`src/rtl/coolgirl_scanline_irq_if.sv`:
```
// CPU/PPU snoop bus and IRQ outputs of the MMC3-style scanline IRQ block.
// master = cartridge/bus side, slave = the IRQ generator.
interface coolgirl_scanline_irq_if;
    logic        mapper_sel;
    logic        romsel;
    logic        cpu_rw_in;
    logic [14:0] cpu_addr_in;
    logic [7:0]  cpu_data_in;
    logic        ppu_a12;
    logic        irq_pending;
    logic [7:0]  irq_counter;

    modport master (
        output mapper_sel, romsel, cpu_rw_in, cpu_addr_in, cpu_data_in, ppu_a12,
        input  irq_pending, irq_counter
    );

    modport slave (
        input  mapper_sel, romsel, cpu_rw_in, cpu_addr_in, cpu_data_in, ppu_a12,
        output irq_pending, irq_counter
    );
endinterface

```
`src/rtl/coolgirl_scanline_irq.sv`:
```
// MMC3-style scanline IRQ: filters PPU A12 rises into a scanline clock and counts down.
// Define MMC3_IRQ_REV_A_EN for rev A behaviour (IRQ only on decrement to zero).
module coolgirl_scanline_irq #(
    parameter int         A12_LOW_MIN = 3,
    parameter logic [7:0] LATCH_INIT  = 8'h00
) (
    input  logic                   m2,
    input  logic                   reset_n,
    coolgirl_scanline_irq_if.slave bus
);

    localparam logic [2:0] LOW_MAX = 3'(A12_LOW_MIN);

    logic       a12_s1, a12_s2, a12_prev;
    logic [2:0] low_cnt;
    logic [7:0] counter;
    logic [7:0] latch;
    logic       reload_flag;
    logic       irq_en;
    logic       irq_pending;

    logic       wr;
    logic       wr_c000, wr_c001, wr_e000, wr_e001;
    logic       a12_edge;
    logic       reload;
    logic [7:0] edge_cnt;
    logic       irq_set;
    logic       unused_addr;

    // Only A14, A13 and A0 take part in the register decode.
    assign unused_addr = ^bus.cpu_addr_in[12:1];

    assign wr      = ~bus.romsel & ~bus.cpu_rw_in;
    assign wr_c000 = wr &  bus.cpu_addr_in[14] & ~bus.cpu_addr_in[13] & ~bus.cpu_addr_in[0];
    assign wr_c001 = wr &  bus.cpu_addr_in[14] & ~bus.cpu_addr_in[13] &  bus.cpu_addr_in[0];
    assign wr_e000 = wr &  bus.cpu_addr_in[14] &  bus.cpu_addr_in[13] & ~bus.cpu_addr_in[0];
    assign wr_e001 = wr &  bus.cpu_addr_in[14] &  bus.cpu_addr_in[13] &  bus.cpu_addr_in[0];

    // A rise only counts after a full low window, which rejects short A12 glitches.
    assign a12_edge = a12_s2 & ~a12_prev & (low_cnt == LOW_MAX);

    always_comb begin
        reload   = (counter == 8'd0) | reload_flag;
        edge_cnt = reload ? latch : counter - 8'd1;
`ifdef MMC3_IRQ_REV_A_EN
        irq_set  = a12_edge & irq_en & ~reload & (edge_cnt == 8'd0);
`else
        irq_set  = a12_edge & irq_en & (edge_cnt == 8'd0);
`endif
    end

    always_ff @(negedge m2 or negedge reset_n) begin
        if (!reset_n) begin
            a12_s1      <= 1'b0;
            a12_s2      <= 1'b0;
            a12_prev    <= 1'b0;
            low_cnt     <= 3'd0;
            counter     <= 8'd0;
            latch       <= LATCH_INIT;
            reload_flag <= 1'b0;
            irq_en      <= 1'b0;
            irq_pending <= 1'b0;
        end else if (!bus.mapper_sel) begin
            a12_s1      <= 1'b0;
            a12_s2      <= 1'b0;
            a12_prev    <= 1'b0;
            low_cnt     <= 3'd0;
            counter     <= 8'd0;
            latch       <= LATCH_INIT;
            reload_flag <= 1'b0;
            irq_en      <= 1'b0;
            irq_pending <= 1'b0;
        end else begin
            a12_s1   <= bus.ppu_a12;
            a12_s2   <= a12_s1;
            a12_prev <= a12_s2;

            if (a12_s2)
                low_cnt <= 3'd0;
            else if (low_cnt != LOW_MAX)
                low_cnt <= low_cnt + 3'd1;

            if (wr_c000)
                latch <= bus.cpu_data_in;

            // A $C001 write overrides a coincident scanline edge.
            if (wr_c001) begin
                counter     <= 8'd0;
                reload_flag <= 1'b1;
            end else if (a12_edge) begin
                counter     <= edge_cnt;
                reload_flag <= 1'b0;
            end

            if (wr_e000)
                irq_en <= 1'b0;
            else if (wr_e001)
                irq_en <= 1'b1;

            // Acknowledge beats a coincident IRQ set.
            if (wr_e000)
                irq_pending <= 1'b0;
            else if (irq_set)
                irq_pending <= 1'b1;
        end
    end

    assign bus.irq_pending = irq_pending;
    assign bus.irq_counter = counter;

endmodule

```
`src/flat_wrapper.sv`:
```
// flat-port wrapper written by rule: the top's interface ports become plain ports
module coolgirl_scanline_irq_flat 
#(
    parameter int         A12_LOW_MIN = 3,
    parameter logic [7:0] LATCH_INIT  = 8'h00
)
  (m2, reset_n, bus_mapper_sel, bus_romsel, bus_cpu_rw_in, bus_cpu_addr_in, bus_cpu_data_in, bus_ppu_a12, bus_irq_pending, bus_irq_counter);
  coolgirl_scanline_irq_if bus_i ();
  input  logic m2;
  input  logic reset_n;
  input wire logic [$bits(bus_i.mapper_sel)-1:0] bus_mapper_sel;
  input wire logic [$bits(bus_i.romsel)-1:0] bus_romsel;
  input wire logic [$bits(bus_i.cpu_rw_in)-1:0] bus_cpu_rw_in;
  input wire logic [$bits(bus_i.cpu_addr_in)-1:0] bus_cpu_addr_in;
  input wire logic [$bits(bus_i.cpu_data_in)-1:0] bus_cpu_data_in;
  input wire logic [$bits(bus_i.ppu_a12)-1:0] bus_ppu_a12;
  output wire logic [$bits(bus_i.irq_pending)-1:0] bus_irq_pending;
  output wire logic [$bits(bus_i.irq_counter)-1:0] bus_irq_counter;
  assign bus_i.mapper_sel = bus_mapper_sel;
  assign bus_i.romsel = bus_romsel;
  assign bus_i.cpu_rw_in = bus_cpu_rw_in;
  assign bus_i.cpu_addr_in = bus_cpu_addr_in;
  assign bus_i.cpu_data_in = bus_cpu_data_in;
  assign bus_i.ppu_a12 = bus_ppu_a12;
  assign bus_irq_pending = bus_i.irq_pending;
  assign bus_irq_counter = bus_i.irq_counter;
  coolgirl_scanline_irq #(.A12_LOW_MIN(A12_LOW_MIN), .LATCH_INIT(LATCH_INIT)) u_core (.m2(m2), .reset_n(reset_n), .bus(bus_i));
endmodule
```
`config.mk`:
```
export PLATFORM = sky130hd
export DESIGN_NAME = coolgirl_scanline_irq_flat
export DESIGN_NICKNAME = d
export VERILOG_FILES = /design/src/rtl/coolgirl_scanline_irq_if.sv /design/src/rtl/coolgirl_scanline_irq.sv /design/src/flat_wrapper.sv
export SDC_FILE = /design/constraint.sdc
export NUM_CORES = 1
export LEC_CHECK = 0
export BUFFER_PORTS_ARGS = -buffer_cell sky130_fd_sc_hd__buf_2
export CORE_MARGIN = 3
export CORE_UTILIZATION = 54
export CTS_BUF_LIST = sky130_fd_sc_hd__clkbuf_8
export DETAILED_ROUTE_END_ITERATION = 8
export PLACE_DENSITY = 0.82
export SETUP_SLACK_MARGIN = 0.5
export SLEW_MARGIN = 25
export SYNTH_ARGS = -nofsm -noshare
export SYNTH_HDL_FRONTEND = slang
export SYNTH_SLANG_ARGS = --single-unit
```
`constraint.sdc`:
```
create_clock -name m2 -period 3.31 [get_ports m2]
set_clock_uncertainty 0.2 [all_clocks]
set_input_delay 0.662 -clock m2 [delete_from_list [all_inputs] [get_ports m2]]
set_output_delay 0.662 -clock m2 [all_outputs]
set_load 0.02 [all_outputs]
```
======== Word-level counts from Yosys, hierarchy flattened ========
Cells that the tools add are included.
storage, ports and cells
  output and inout bits ................... 9
  logic and storage cells ................. 59
  input port bits ......................... 29
  register bits ........................... 25
operators by class
  bitwise gates (word level) .............. 18
  reductions and logical operators ........ 2
  muxes and demuxes ....................... 21
  equal/unequal tests ..................... 7
  add/subtract/negate cells ............... 2
operators by type and width
  operator                                                                 count
  8-bit 2-to-1 mux                                                         6
  8-bit logical NOT                                                        2
  1-bit bitwise AND                                                        12
  1-bit 2-to-1 mux                                                         12
  3-bit by 1-bit inequality test with 1-bit output, second input constant  4
  3-bit 2-to-1 mux                                                         3
  8-bit by 1-bit subtractor with 8-bit output, second input constant       1
  1-bit inverter                                                           5
  3-bit by 1-bit adder with 3-bit output, second input constant            1
  3-bit by 2-bit equality test with 1-bit output, second input constant    1
  3-bit by 2-bit inequality test with 1-bit output, second input constant  1
  2-bit by 1-bit inequality test with 1-bit output, second input constant  1
  1-bit OR                                                                 1

======== Logic depth before layout (Yosys ltp) ========
  depth in word-level cells ............... 8
  mapped depth ............................ 8
  mapped depth without buffers ............ 7

==> flow_summary.json <==
{
  "die_w_um": 56.5,
  "routed_wl_mm": 3.76,
  "syn_nets": 169,
  "clock_latency_ns": 0.28,
  "crit_arrival_ns": 1.80,
  "io_buffer_count": 25,
  "powerDensity_nw_per_um2": 302,
  "h-tree-depth": 1,
  "antenna_left": 0,
  "critical_path_buf_inv_count": 2,
  "run_status": "finished with violations",
  "die_h_um": 56.5,
  "drv_cap": 0,
  "violations": "negative setup slack",
  "drt_pass1_iterations": 4,
  "path_class": "in2reg",
  "crit_family": "simple AND/OR/NAND/NOR gates",
  "start_kind": "input port",
  "cts_sinks": 25,
  "layout_common_cells": "dfrtn_1, buf_4, buf_6",
  "die-area_um2": 3190,
  "p_leak_nw": 0.886,
  "start_util_pct": 59.4,
  "cts_buffer_depth": 2,
  "crit_path_max_fanout": 8,
  "grt-ovfl-total": 0,
  "synth_seq_cells": 25,
  "drc_errors": 0,
  "dp_cells": 202,
  "grt_max_degree": 26,
  "slowest_delay_ns": 0.40,
  "clk_pin_slew_worst_paths_ns": 0.06,
  "cts_tree": "built",
  "grt_usage_pct": 24.2,
  "synthFlopType": "dfrtn_1",
  "drt-initial-drc-count": 31,
  "antenna_found_initial": 0,
  "coreArea_um2": 2320,
  "layout-drive-gt1-share_pct": 40.4,
  "hpwl_mm": 2.40,
  "placed_cell_area_um2": 1690,
  "mappedNetlistArea_um2": 1380,
  "required_ns": 1.58,
  "setup_violations": 27,
  "post_drt_wl_per_cell_um": 17.4,
  "power_uw": 587,
  "synth_edf_count": 0,
  "hold_depth": 1,
  "via_per_inst": 6.09,
  "async_flop_share_pct": 100,
  "cts_root_buffer": "clkbuf_8",
  "syn_inst": 136,
  "design_area_um2": 1940,
  "finalMaxSlewViolations": 0,
  "num_vias": 1315,
  "n_antenna_cell": 0,
  "cp_slowest_cell": "or3b_4",
  "rsz0062_at_grt": "true",
  "io_pins": 38,
  "place_congestion": 0.889,
  "pre_cts_slack_ns": -0.552,
  "grt_pass1_vias": 1429,
  "worst_setup_path_end_kind": "register",
  "tightest_slew_ns": 0.711,
  "stdcell_count": 216,
  "ys_seq_area_share_pct": 45.4,
  "grt_pass1_wl_mm": 6.10,
  "cts_made_buffers": 3,
  "nNetsFinal": 222,
  "syn2layout_area_growth_pct": 41.1,
  "slew_headroom_pct": 52.6,
  "hold_viol_final": 0,
  "synth_area_per_cell_um2": 10.1,
  "synth.distinct_cells": 39,
  "holdWs_ns": 0.209,
  "synth-warning-count": 0,
  "rows": 17,
  "reg2regPathDepth": 8,
  "layout_commonest_cell": "dfrtn_1",
  "min_path_type": "reg2reg",
  "critical_path.cell_chain": "buf_6, or3b_4, nor3_4, buf_12, mux2i_2, nor2b_1",
  "critical_path_depth": 6,
  "vdd_drop_max_mv": 0.317,
  "worst_slack_ns": -0.218
}
## area by class of cell
cell class              count  area (µm²)
multi-input cells         104         802
flip-flops and latches     25         626
repair buffers             51         417
fillers                   144         375
clock buffers               3        41.3
well taps                  28        35.0
inverters                   4        15.0
clock inverters             1        7.51
## worst reg2reg max path, delay by kind of cell, from the launching register on
kind / cells / cell delay (ns)
buf+inv: 2 / 0.23
compound gates: 2 / 0.80
simple gates: 2 / 0.23
fa+ha+maj: 1 / 0.22
flops: 1 / 0.43
mux: 1 / 0.42
## synth_stat cells (2+ instances only)
cell	instances	area [µm²]
nor2_1	11	41.3
dfrtn_1	25	626
nand2_1	11	41.3
inv_1	4	15.0
mux2_2	2	22.5
nor3_2	2	20.0
a21boi_0	2	15.0
mux2i_1	11	110
and2_1	3	18.8
ha_1	4	50.1
xor2_1	2	17.5
or4_1	3	22.5
nand3_1	2	10.0
a211oi_1	4	30.0
a22oi_1	2	15.0
nor3b_1	2	15.0
o21ai_0	5	25.0
clkbuf_1	3	11.3
o21bai_1	2	15.0
a21oi_1	5	25.0
nor2b_1	11	68.8
nor3_1	2	10.0
a221oi_1	2	17.5
## power by group
| group | internal (mW) | leakage (nW) | switching, mW |
|---|---|---|---|
| registers | 0.315 | 0.345 | 0.00575 |
| logic | 0.0378 | 0.519 | 0.0398 |
| clock network | 0.0853 | 0.0217 | 0.103 |
| total | 0.438 | 0.886 | 0.149 |
## flip-flops by register name, summed over array words and instances (netlist names)
name                    flops
u_core.bus.irq_counter      8
u_core.latch                8
u_core.low_cnt              3
u_core.a12_prev             1
u_core.a12_s1               1
u_core.a12_s2               1
u_core.bus.irq_pending      1
u_core.irq_en               1
u_core.reload_flag          1
## per-layer routing
layer | GRT usage, % | vias up | routed length [µm] | part of all wire [%]
li1 | - | 596 | - | -
met3 | 5.29 | 12 | 261 | 6.9
met4 | 10.2 | 0 | 80 | 2.1
met1 | 25.8 | 644 | 1480 | 39
met5 | 0 | - | 0 | 0
met2 | 44.9 | 63 | 1940 | 51
## what timing repair did
action	4_1_cts	5_1_grt
gates resized for setup	29	6
setup endpoints to repair	28	28
cloned	0	0
hold buffers	0	0
buffers inserted	6	4
pin swaps	4	4
## kinds of logic after synthesis
kind of cell,after synthesis,synth area share (%)
buffers and inverters,7,1.91
and+or+nand+nor,56,23.0
adders and majority gates,4,3.63
AOI/OAI and AO/OA,28,14.5
DFF,25,45.4
muxes,13,9.63
xor gates and xnor gates,3,1.91
## worst paths after layout
path | from | slack, ns | end
max in group asynchronous | reset_n | 0.93 | u_core.latch[1]
hold reg to reg | u_core.a12_s1 | 0.21 | u_core.a12_s2
setup / recovery | bus_romsel | -0.22 | u_core.latch[5]
setup reg to reg | u_core.bus.irq_counter[0] | 0.62 | u_core.bus.irq_counter[4]
hold / removal | u_core.a12_s1 | 0.21 | u_core.a12_s2
min in group asynchronous | reset_n | 1.70 | u_core.bus.irq_counter[3]
## metrics by stage
stage	setup TNS (ns)	util [%]
2_1_floorplan	-4.30	-
3_3_place_gp	-6.50	73.0
3_5_place_dp	-7.08	73.0
4_1_cts	-1.70	81.5
5_1_grt	-3.43	83.8
6_report	-2.57	83.8
Note: power is estimated with default switching activity, not from simulation.
